`src/rtl/uart_tx_buffered.sv`:
```
// Buffered UART transmitter: a small FIFO feeds a TICK-paced serial framer
// (start, data LSB first, optional parity, one or two stop bits).
`timescale 1ns/1ps
module uart_tx_buffered #(
  parameter int DATA_WIDTH = 8,
  parameter int FIFO_DEPTH = 4
) (
  input  logic                          CLK,
  input  logic                          RST,
  input  logic                          TICK,
  input  logic                          PAR_EN,
  input  logic                          PAR_TYP,
  input  logic                          STOP2,
  input  logic [DATA_WIDTH-1:0]         P_DATA,
  input  logic                          DATA_VALID,
  output logic                          DATA_READY,
  output logic [$clog2(FIFO_DEPTH):0]   FIFO_LEVEL,
  output logic                          OVF_ERR,
  output logic                          S_DATA,
  output logic                          BUSY
);

  localparam int PW = $clog2(FIFO_DEPTH);
  localparam int LW = PW + 1;
  localparam int CW = $clog2(DATA_WIDTH);

  typedef enum logic [2:0] {
    ST_IDLE,
    ST_START,
    ST_DATA,
    ST_PARITY,
    ST_STOP_A,
    ST_STOP_B
  } state_t;

  // Buffer storage and bookkeeping
  logic [DATA_WIDTH-1:0] mem_q [FIFO_DEPTH];
  logic [PW-1:0]         wr_ptr_q, wr_ptr_d;
  logic [PW-1:0]         rd_ptr_q, rd_ptr_d;
  logic [LW-1:0]         level_q, level_d;
  logic                  ovf_q, ovf_d;
  logic                  full;
  logic                  have_word;
  logic                  push;
  logic                  pop;

  // Framer state
  state_t                state_q, state_d;
  logic [CW-1:0]         bit_cnt_q, bit_cnt_d;
  logic [DATA_WIDTH-1:0] shift_q, shift_d;
  logic                  par_en_q, par_en_d;
  logic                  stop2_q, stop2_d;
  logic                  parity_q, parity_d;
  logic                  s_data_q, s_data_d;
  logic                  frame_done;
  logic [DATA_WIDTH-1:0] head;

  // Flow control looks only at the registered level, so a same-cycle pop
  // never opens room for a push into a full buffer.
  assign full       = (level_q == LW'(FIFO_DEPTH));
  assign have_word  = (level_q != '0);
  assign push       = DATA_VALID & ~full;
  assign head       = mem_q[rd_ptr_q];

  assign DATA_READY = ~full;
  assign FIFO_LEVEL = level_q;
  assign OVF_ERR    = ovf_q;
  assign S_DATA     = s_data_q;
  assign BUSY       = (state_q != ST_IDLE);

  // Buffer pointer, level and overflow next-state
  always_comb begin
    wr_ptr_d = push ? wr_ptr_q + PW'(1) : wr_ptr_q;
    rd_ptr_d = pop  ? rd_ptr_q + PW'(1) : rd_ptr_q;
    level_d  = level_q + LW'(push) - LW'(pop);
    ovf_d    = ovf_q | (DATA_VALID & full);
  end

  // Framer next-state; a pop loads the word and freezes the frame config
  always_comb begin
    // NOTE: every output gets a default first so no path leaves a latch.
    state_d    = state_q;
    bit_cnt_d  = bit_cnt_q;
    shift_d    = shift_q;
    par_en_d   = par_en_q;
    stop2_d    = stop2_q;
    parity_d   = parity_q;
    pop        = 1'b0;
    frame_done = 1'b0;

    unique case (state_q)
      ST_IDLE: begin
        if (TICK && have_word) begin
          pop     = 1'b1;
          state_d = ST_START;
        end
      end
      ST_START: begin
        if (TICK) begin
          state_d   = ST_DATA;
          bit_cnt_d = '0;
        end
      end
      ST_DATA: begin
        if (TICK) begin
          shift_d = shift_q >> 1;
          if (bit_cnt_q == CW'(DATA_WIDTH - 1)) begin
            state_d = par_en_q ? ST_PARITY : ST_STOP_A;
          end else begin
            bit_cnt_d = bit_cnt_q + CW'(1);
          end
        end
      end
      ST_PARITY: begin
        if (TICK) state_d = ST_STOP_A;
      end
      ST_STOP_A: begin
        if (TICK) begin
          if (stop2_q) state_d = ST_STOP_B;
          else         frame_done = 1'b1;
        end
      end
      ST_STOP_B: begin
        if (TICK) frame_done = 1'b1;
      end
      default: state_d = ST_IDLE;
    endcase

    // Back-to-back frames: the last stop period chains straight into START.
    if (frame_done) begin
      if (have_word) begin
        pop     = 1'b1;
        state_d = ST_START;
      end else begin
        state_d = ST_IDLE;
      end
    end

    if (pop) begin
      shift_d  = head;
      par_en_d = PAR_EN;
      stop2_d  = STOP2;
      parity_d = (^head) ^ PAR_TYP;
    end
  end

  // Line level selected by the current state; registered one CLK later
  always_comb begin
    s_data_d = 1'b1;
    unique case (state_q)
      ST_START:  s_data_d = 1'b0;
      ST_DATA:   s_data_d = shift_q[0];
      ST_PARITY: s_data_d = parity_q;
      default:   s_data_d = 1'b1;
    endcase
  end

  // Buffer storage write
  always_ff @(posedge CLK) begin
    // NOTE: storage has no reset; emptiness is carried by level and pointers.
    if (push) mem_q[wr_ptr_q] <= P_DATA;
  end

  // Control and datapath registers with asynchronous active-low reset
  always_ff @(posedge CLK or negedge RST) begin
    // NOTE: sequential state uses non-blocking assignments only.
    if (!RST) begin
      wr_ptr_q  <= '0;
      rd_ptr_q  <= '0;
      level_q   <= '0;
      ovf_q     <= 1'b0;
      state_q   <= ST_IDLE;
      bit_cnt_q <= '0;
      shift_q   <= '0;
      par_en_q  <= 1'b0;
      stop2_q   <= 1'b0;
      parity_q  <= 1'b0;
      s_data_q  <= 1'b1;
    end else begin
      wr_ptr_q  <= wr_ptr_d;
      rd_ptr_q  <= rd_ptr_d;
      level_q   <= level_d;
      ovf_q     <= ovf_d;
      state_q   <= state_d;
      bit_cnt_q <= bit_cnt_d;
      shift_q   <= shift_d;
      par_en_q  <= par_en_d;
      stop2_q   <= stop2_d;
      parity_q  <= parity_d;
      s_data_q  <= s_data_d;
    end
  end

endmodule

```
`config.mk`:
```
export PLATFORM = sky130hd
export DESIGN_NAME = uart_tx_buffered
export DESIGN_NICKNAME = d
export VERILOG_FILES = /design/src/rtl/uart_tx_buffered.sv
export SDC_FILE = /design/constraint.sdc
export NUM_CORES = 1
export LEC_CHECK = 0
export BUFFER_PORTS_ARGS = -buffer_cell sky130_fd_sc_hd__buf_2
export CAP_MARGIN = 40
export CORE_ASPECT_RATIO = 1.5
export CORE_MARGIN = 8
export CORE_UTILIZATION = 50
export DETAILED_ROUTE_END_ITERATION = 8
export GPL_TIMING_DRIVEN = 0
export HOLD_SLACK_MARGIN = 0.12
export PLACE_DENSITY = 0.74
export SLEW_MARGIN = 20
export SYNTH_ARGS = -nofsm -noshare
export SYNTH_HDL_FRONTEND = slang
export SYNTH_SLANG_ARGS = --single-unit
```
`constraint.sdc`:
```
create_clock -name CLK -period 6.5 [get_ports CLK]
set_input_delay 1.3 -clock CLK [delete_from_list [all_inputs] [get_ports CLK]]
set_output_delay 1.3 -clock CLK [all_outputs]
set_load 0.02 [all_outputs]
```
==> summary.md <==
| Metric | Value |
|---|---|
| CTS resizes | 0 |
| Synth Area per Inst | ~14 sq um |
| Die Y | 105 um |
| CTS tree | built |
| CP endpoint kind | flop |
| YS warnings | 0 |
| Skew final | 6.19 ps |
| Slowest-stage cell, CP | nor3_1 |
| Worst Path Required | 6720 ps |
| Total GRT Usage | 0.125 |
| Die Wd | 75.1 um |
| MaxCap Viol Count | 0 |
| Clk buf depth | 2 |
| Post-layout min period | ~3300 ps |
| Avg WL per Cell | 15.0 um |
| Setup TNS | 0 ps |
| RSZ-0062 raised after global routing | false |
| Die ar. | 7850 sq um |
| Yosys reg bits | 58 |
| First-pass GRT wire length | between 7 and 8 mm |
| Netlist Area Pre-Place | roughly 2600 sq um |
| Htree depth | 3 |
| Sequential fraction of the synthesis area | 0.617 |
| Clock transition at path regs | 70 ps |
| Crit share post-route | 0.513 |
| IO Port Bufs | 20 |
| Lkg Pwr | 1.20 nW |
| Worst slew pin tran | roughly 600 ps |
| Critical path peak fanout | 10 |
| Clock latency on the worst-skew pair | 330 ps |
| Area of the core | 5080 sq um |
| Slew headroom | 0.607 |
| Post-Syn Instances | between 150 and 200 |
| CP Cell Sequence | clkbuf_1 -> nand2b_1 -> nor3_1 -> buf_2 -> xor2_1 -> ha_1 -> inv_1 -> fa_1 -> xnor2_1 -> xnor2_1 |
| Crit-path max cell delay | 430 ps |
| HPWL after DPL | 3.10 mm |
| CTS Buf Count | 9 |
| Worst path arrival time | roughly 3600 ps |
| Final hold viol count | 0 |
| CP Class | primary input to flop |
| CP most frequent cell | xnor2_1 |
| Diodes inserted | 0 |
| Slew Viols, Final | 0 |
| I/O Pins | 22 |
| Site Rows | 32 |
| Initial antenna violation count | 0 |
| Root cell of the clock tree | clkbuf_8 |
| Post-CTS Setup Bufs | 0 |
| Layout Nets | 237 |
| Hold buffer count at CTS | 0 |
| Area growth syn-to-layout | 15.4% |
| Vias | 1499 |
| Pwr dens | 518 nW/um^2 |
| Share of post-route cells with drive strength above 1 | 0.228 |
| Clock sinks | a little under 60 |
| Netlist cell types | 42 |
| Worst Slack Setup Final | 3170 ps |
| Largest net degree at the start of global routing | 27 |
| Hold WC Path Type | flop to flop |
| Fmax | 300 MHz |
| Routability cong. | 0.757 |
| Status | finished clean |
| Pre-Repair DR Iteration Count | 4 |
| GRT overflow | 0 |
| Starting DRT DRC Count | 33 |
| Residual DRC | 0 |
| Post-synth ARST share | 0.448 |
| Vias in the first global route | 1575 |
| Critical Path Source Type | primary input |
| Mapped Nets | slightly above 200 |
| Pre-CTS WS | 2740 ps |
| Initial Util | 0.514 |
| Final setup viols | 0 |
| Ys flop type | edfxtp_1 |
| ANT nets after route | 0 |
| Total Wirelength | 4.31 mm |
| EDFF count, synth | 32 |
| Via/cell ratio | 5.22 |
| VDD IR max | between 0.2 and 0.3 mV |
-- metal layers --
| layer | track usage | vias to the layer above | wire [um] |
|---|---|---|---|
| li1 | - | 733 | - |
| met1 | 0.133 | 732 | 1740 |
| met2 | 0.202 | 25 | 2290 |
| met3 | 0.0431 | 9 | 186 |
| met4 | 0.0761 | 0 | 99 |
| met5 | 0 | - | 0 |
-- cell usage in the layout (no fill, tap or decap), drive strengths merged, types with 5 or more instances in the layout --
cell,instances
clkbuf,16
mux4,8
ha,7
nand2,18
buf,23
dfrtp,25
xnor2,9
mux2i,9
edfxtp,32
inv,5
o21ai,15
-- final timing paths --
path / depth (start not counted) / slack, ps / start / endpoint
max: 10 / 3170 / TICK / FIFO_LEVEL[2]
min in group asynchronous: 1 / 970 / RST / state_q[1]
min reg2reg: 1 / 480 / OVF_ERR / OVF_ERR
max reg2reg: 10 / 3760 / state_q[2] / FIFO_LEVEL[2]
min: 1 / 480 / OVF_ERR / OVF_ERR
max in group asynchronous: 1 / 5140 / RST / wr_ptr_q[0]
-- kinds of logic after synthesis --
kind of cell    share of synthesized area
fa+ha+maj                          0.0411
xor+xnor                           0.0517
flops                               0.617
buf+inv                            0.0268
mux                                 0.122
compound gates                     0.0622
simple gates                       0.0794
-- critical path, delay by kind of cell --
kind,cells,cell delay (ps)
buffers and inverters,3,670
AND/OR/NAND/NOR,2,570
adder cells (fa/ha/maj),2,550
XOR/XNOR,3,470
-- cell usage after synthesis (2+ instances only) --
cell	n	area, sq um
mux4_1	4	105
xnor2_1	8	70.1
inv_1	5	18.8
edfxtp_1	32	961
nor2_1	2	7.51
mux2i_1	9	90.1
nand2b_1	4	25.0
clkbuf_1	6	22.5
ha_1	7	87.6
mux4_2	4	90.1
mux2_2	3	33.8
nand3_1	2	10.0
xor2_1	3	26.3
dfrtp_1	25	626
a22oi_1	2	15.0
nor3b_1	2	15.0
a21oi_1	4	20.0
o21ai_0	15	75.1
nor2b_1	2	12.5
nand2_1	18	67.6
nor3_1	2	10.0
and3_1	4	25.0
-- flip-flops by register name, summed over array words and instances (netlist names) --
name and count:
OVF_ERR 1, parity_q 1, bit_cnt_q 3, stop2_q 1, state_q 3, FIFO_LEVEL 3
shift_q 8, mem_q 32, par_en_q 1, wr_ptr_q 2, S_DATA 1, rd_ptr_q 2
-- power breakdown --
part | total (mW) | leakage, nW | switching, mW | internal [mW]
clock | 0.355 | 0.105 | 0.141 | 0.215
sequential | 0.583 | 0.606 | 0.0639 | 0.519
combinational | 0.625 | 0.487 | 0.320 | 0.304
total | 1.56 | 1.20 | 0.525 | 1.04
-- through the flow --
stage / hold slack [ps] / std cells / total power, mW / utilization / cell area [sq um]
4_1_cts: 478 / 287 / 1.59 / 0.594 / 3020
6_report: 484 / 287 / 1.56 / 0.594 / 3020
3_3_place_gp: 445 / 271 / 1.20 / 0.551 / 2800
3_5_place_dp: 462 / 271 / 1.22 / 0.551 / 2800
5_1_grt: 507 / 287 / 1.68 / 0.594 / 3020
2_1_floorplan: 471 / 183 / 1.08 / - / 2620
-- area by class of cell --
type | count | area (sq um)
sequential | 58 | 1610
inverter | 6 | 22.5
buffer | 10 | 47.5
timing repair buffer | 20 | 100
multi-input combinational | 109 | 932
tap | 68 | 85.1
clock inverter | 7 | 93.8
fill | 433 | 2070
clock buffer | 9 | 124
Note: power is estimated with default switching activity, not from simulation.
